<file path="src/rtl/axi_rd_burst_splitter.sv">
// Breaks upstream AXI read bursts into single-beat downstream reads, one in flight at a time,
// and rebuilds rid/rlast on the way back. Oversized arsize is answered locally with SLVERR beats.
module axi_rd_burst_splitter #(
    parameter int ADDR_W = 32,
    parameter int DATA_W = 32,
    parameter int ID_W   = 4,
    parameter int LEN_W  = 4
) (
    input  logic              aclk,
    input  logic              aresetn,
    input  logic [ADDR_W-1:0] s_araddr,
    input  logic [1:0]        s_arburst,
    input  logic [ID_W-1:0]   s_arid,
    input  logic [LEN_W-1:0]  s_arlen,
    input  logic [2:0]        s_arsize,
    input  logic              s_arvalid,
    output logic              s_arready,
    output logic [DATA_W-1:0] s_rdata,
    output logic [ID_W-1:0]   s_rid,
    output logic [1:0]        s_rresp,
    output logic              s_rlast,
    output logic              s_rvalid,
    input  logic              s_rready,
    output logic [ADDR_W-1:0] m_araddr,
    output logic [1:0]        m_arburst,
    output logic [ID_W-1:0]   m_arid,
    output logic [LEN_W-1:0]  m_arlen,
    output logic [2:0]        m_arsize,
    output logic              m_arvalid,
    input  logic              m_arready,
    input  logic [DATA_W-1:0] m_rdata,
    input  logic [1:0]        m_rresp,
    input  logic              m_rlast,
    input  logic              m_rvalid,
    output logic              m_rready
);

    localparam int MAX_SIZE = $clog2(DATA_W / 8);

    localparam logic [1:0] S_IDLE   = 2'd0;
    localparam logic [1:0] S_ISSUE  = 2'd1;
    localparam logic [1:0] S_WAIT_R = 2'd2;
    localparam logic [1:0] S_ERR    = 2'd3;

    localparam logic [1:0] BURST_FIXED = 2'b00;
    localparam logic [1:0] BURST_WRAP  = 2'b10;
    localparam logic [1:0] RESP_SLVERR = 2'b10;

    typedef struct packed {
        logic [ADDR_W-1:0] addr;
        logic [ID_W-1:0]   id;
        logic [LEN_W-1:0]  len;
        logic [2:0]        size;
        logic [1:0]        burst;
    } ar_req_t;

    ar_req_t           req_q;
    logic [1:0]        state_q;
    logic [LEN_W-1:0]  beat_q;
    logic              beat_last;

    logic [ADDR_W-1:0] step;
    logic [ADDR_W-1:0] wrap_mask;
    logic [ADDR_W-1:0] addr_inc;
    logic [ADDR_W-1:0] addr_nxt;
    logic              wrap_ok;

    // The downstream bridge always asserts rlast, so it carries no information here.
    logic unused_m_rlast;
    assign unused_m_rlast = m_rlast;

    assign beat_last = (beat_q == req_q.len);

    // Wrap window is (len+1)*step bytes; only the bits inside the window advance.
    always_comb begin
        step      = ADDR_W'(1) << req_q.size;
        wrap_mask = ((ADDR_W'(req_q.len) + ADDR_W'(1)) << req_q.size) - ADDR_W'(1);
        addr_inc  = req_q.addr + step;
        wrap_ok   = (req_q.len == LEN_W'(1)) || (req_q.len == LEN_W'(3)) ||
                    (req_q.len == LEN_W'(7)) || (req_q.len == LEN_W'(15));
        addr_nxt  = addr_inc;
        if (req_q.burst == BURST_FIXED)
            addr_nxt = req_q.addr;
        else if (req_q.burst == BURST_WRAP && wrap_ok)
            addr_nxt = (req_q.addr & ~wrap_mask) | (addr_inc & wrap_mask);
    end

    always_ff @(posedge aclk or negedge aresetn) begin
        if (!aresetn) begin
            state_q <= S_IDLE;
            beat_q  <= '0;
            req_q   <= '0;
        end else begin
            case (state_q)
                S_IDLE: begin
                    if (s_arvalid) begin
                        req_q   <= '{addr: s_araddr, id: s_arid, len: s_arlen,
                                     size: s_arsize, burst: s_arburst};
                        beat_q  <= '0;
                        state_q <= (s_arsize <= 3'(MAX_SIZE)) ? S_ISSUE : S_ERR;
                    end
                end
                S_ISSUE: begin
                    if (m_arready)
                        state_q <= S_WAIT_R;
                end
                S_WAIT_R: begin
                    if (m_rvalid && s_rready) begin
                        if (beat_last) begin
                            state_q <= S_IDLE;
                        end else begin
                            beat_q     <= beat_q + 1'b1;
                            req_q.addr <= addr_nxt;
                            state_q    <= S_ISSUE;
                        end
                    end
                end
                S_ERR: begin
                    if (s_rready) begin
                        if (beat_last)
                            state_q <= S_IDLE;
                        else
                            beat_q <= beat_q + 1'b1;
                    end
                end
                default: state_q <= S_IDLE;
            endcase
        end
    end

    assign s_arready = (state_q == S_IDLE);

    assign m_arvalid = (state_q == S_ISSUE);
    assign m_araddr  = req_q.addr;
    assign m_arburst = 2'b01;
    assign m_arid    = '0;
    assign m_arlen   = '0;
    assign m_arsize  = req_q.size;
    assign m_rready  = (state_q == S_WAIT_R) && s_rready;

    always_comb begin
        s_rvalid = 1'b0;
        s_rdata  = '0;
        s_rresp  = 2'b00;
        s_rlast  = 1'b0;
        case (state_q)
            S_WAIT_R: begin
                s_rvalid = m_rvalid;
                s_rdata  = m_rdata;
                s_rresp  = m_rresp;
                s_rlast  = beat_last;
            end
            S_ERR: begin
                s_rvalid = 1'b1;
                s_rresp  = RESP_SLVERR;
                s_rlast  = beat_last;
            end
            default: ;
        endcase
    end

    assign s_rid = req_q.id;

endmodule

</file>
<file path="config.mk">
export PLATFORM = sky130hd
export DESIGN_NAME = axi_rd_burst_splitter
export DESIGN_NICKNAME = d
export VERILOG_FILES = /design/src/rtl/axi_rd_burst_splitter.sv
export SDC_FILE = /design/constraint.sdc
export NUM_CORES = 1
export LEC_CHECK = 0
export BUFFER_PORTS_ARGS = -buffer_cell sky130_fd_sc_hd__buf_2
export CAP_MARGIN = 0
export CORE_UTILIZATION = 55
export CTS_BUF_LIST = sky130_fd_sc_hd__clkbuf_16
export CTS_CLUSTER_DIAMETER = 40
export DETAILED_ROUTE_END_ITERATION = 10
export PLACE_DENSITY = 0.95
export RECOVER_POWER = 100
export SLEW_MARGIN = 20
export SYNTH_ARGS = -nofsm -noshare
export SYNTH_HDL_FRONTEND = slang
export SYNTH_SLANG_ARGS = --single-unit
</file>
<file path="constraint.sdc">
create_clock -name aclk -period 5.5 [get_ports aclk]
set_input_delay 0.275 -clock aclk [delete_from_list [all_inputs] [get_ports aclk]]
set_output_delay 0.275 -clock aclk [all_outputs]
set_load 0.02 [all_outputs]
</file>
==> impl_metrics.toml <==
[cts]
root_buffer = "clkbuf_16"
cts_buffers = 5
clk_pin_slew_ns = 0.07
tritoncts = "done"
cts_hold_buf = 0
cts_max_level = 2
clock_sinks = 51
clk_path_buf_depth = 2
cts_resized = 0
post_cts_buffers = 0
worstSkewPairLatency_ns = 0.30

[sta]
tns_ns = 0
holdWs_ns = 0.188
period_minus_slack_ns = 4.17
rsz0062_at_grt = "no"
setup_violations = 0
tightest_slew_ns = 2.81
timing.final.crit_share_pct = 75.8
fmax_ghz = 0.240
max_slew_margin_pct = -87.6
slew_viol_final = 52
clock_skew_ns = 0.00791
hold_viol = 0

[final_layout]
drive_gt1_share_pct = 18.8
mostFrequentLayoutCell = "buf_2"
antenna_cells = 0
final_cell_mix = "buf_2 (84), clkbuf_1 (80), nand2_1 (56), dfrtp_1 (51), and3_1 (41)"
area_delta_synth_final_pct = 9.73
fin_util_pct = 62.3
fill_cells = 761
nets = 789

[critical_path]
path_max_fanout = 18
cp.arrival_ns = 4.35
cp.required_ns = 5.68
critPathKind = "reg2reg"
endpoint_kind = "flip-flop"
worstSetupStartpointType = "flip-flop"
cp_slowest_cell = "o41ai_2"
path_cells = "ha_1 -> xor2_1 -> nor3_1 -> or3b_1 -> nand4_1 -> o41ai_2 -> o21ai_0 -> a22o_1"
cp_slowest_stage_delay_ns = 1.39

[grt]
grt.total_usage_pct = 29.3
antenna_found_initial = 0
grt-ovfl-total = 0
grt_pass1_vias = 4939
grt_pass1_wl_um = 22900
grt_max_degree = 52

[outcome]
status = "finished with violations"
violations = "capacitance limit, slew limit"

[routing]
drt_iter0_drc = 487
firstDrtPassIters = 7
drc = 0
wl_per_cell_um = 17.8
avgViaCountPerCell = 6.49
antenna_left = 0
vias = 5176
routed_wl_um = 14200

[floorplanning]
die_x_um = 96.6
rows = 34
fp.coreArea_um2 = 8680
initial_core_util_pct = 56.7
io_pins = 174
fp.dieH_um = 96.6
die_area_um2 = 9340

[min_path]
hold_path_class = "in2reg"

[logic_synthesis]
synth-seq-area-share_pct = 25.9
netlist_instances = 590
synth_seq_cells = 51
netlist_area_um2 = 4920
yosysUniqueCellTypes = 86
avgSynthCellArea_um2 = 8.35
async_flop_share_pct = 100
synth_flop_cell = "dfrtp_1"
synth_edf_count = 0
yosysWarnings = 0

[place]
port_buffers = 162
dpl.hpwl_um = 10700
gp_congestion = 0.937

[power_and_ir_drop]
p_total_mw = 3.39
ir_drop_mv = 0.249
leakage_nw = 2.43
power_density_nw_per_um2 = 628

[flow_run]
drv_cap = 1
==> synth_stat cells (all sizes together) (3+ instances only) <==
library cell  count  area share (%)
buf              61             9.3
nand2            56             4.3
dfrtp            51              26
o21ai            44             4.5
and3             41             5.2
nor2             38             2.9
clkbuf           21             1.6
a22o             19             3.4
a21oi            18             1.8
inv              17             1.3
mux2             15             3.5
nand3            14             1.4
ha               13             3.3
o41ai            11             3.3
a31oi            10             1.3
nor3             10             1.0
o31ai             9             1.5
or3               9             1.1
and2              8             1.1
nand4             8             1.4
o21a              8             1.2
xnor2             8             1.4
nor2b             7            0.89
a21o              6            0.91
a32o              5             1.0
o31a              5            0.89
or2               5            0.64
a31o              4            0.71
nand2b            4            0.51
xor2              4            0.71
a32oi             3            0.53
and4              3            0.53
mux2i             3            0.61
o211a             3            0.76
o211ai            3            0.46
o22ai             3            0.51
o41a              3            0.69
or4               3            0.46
==> stage by stage <==
stage	instances	cell area, µm²	setup slack, ns
finish	798	5400	1.33
global route	798	5400	0.935
CTS	798	5540	1.82
detailed placement	790	5390	1.84
global placement	790	5390	1.93
floorplan	598	4950	2.34
==> critical path: cells and delay by family (launching register included) <==
kind / cells / cell delay [ns]
DFF: 1 / 0.58
adders and majority gates: 1 / 0.36
AOI/OAI and AO/OA: 3 / 1.94
and+or+nand+nor: 3 / 1.00
xor gates and xnor gates: 1 / 0.15
==> metal layers <==
layer | GRT usage, % | part of all wire (%) | up-vias
li1 | - | - | 2345
met5 | 0 | 0 | -
met4 | 9.99 | 3.3 | 0
met2 | 53.1 | 50 | 338
met3 | 4.55 | 8.4 | 60
met1 | 35.1 | 39 | 2433
==> final cells by class <==
cell class,count,area (µm²),area share (%)
multi-input combinational,448,3050,56.4
clock inverter,3,20.0,0.370
timing repair buffer,166,736,13.6
tap,108,135,2.50
inverter,17,63.8,1.18
clock buffer,5,125,2.32
sequential,51,1280,23.6
==> cell families after synthesis <==
logic type	Yosys count	synth area share [%]
compound gates	177	28.2
xor+xnor	12	2.13
fa+ha+maj	14	3.71
buf+inv	99	12.2
flops	51	25.9
mux	18	4.12
other cells	2	0.152
simple gates	217	23.6
==> power by group <==
part | leakage [nW] | switching [mW] | internal, mW
sequential | 0.645 | 0.307 | 0.542
combinational | 1.72 | 1.42 | 0.801
clock | 0.0716 | 0.152 | 0.169
==> worst paths after layout <==
check	from	to	slack, ns	cells after the start
worst max-delay path	req_q[5]$_DFFE_PN0P_	flip-flop	1.33	8
worst min-delay path	s_arlen[2]	req_q[7]$_DFFE_PN0P_	0.19	3
worst max register to register	req_q[5]$_DFFE_PN0P_	flip-flop	1.33	8
worst min register to register	s_rid[3]$_DFFE_PN0P_	s_rid[3]$_DFFE_PN0P_	0.51	1
max in group asynchronous	aresetn	async pin	2.93	2
min in group asynchronous	aresetn	async pin	0.97	2
No activity file was read; power rests on OpenSTA's default activity.
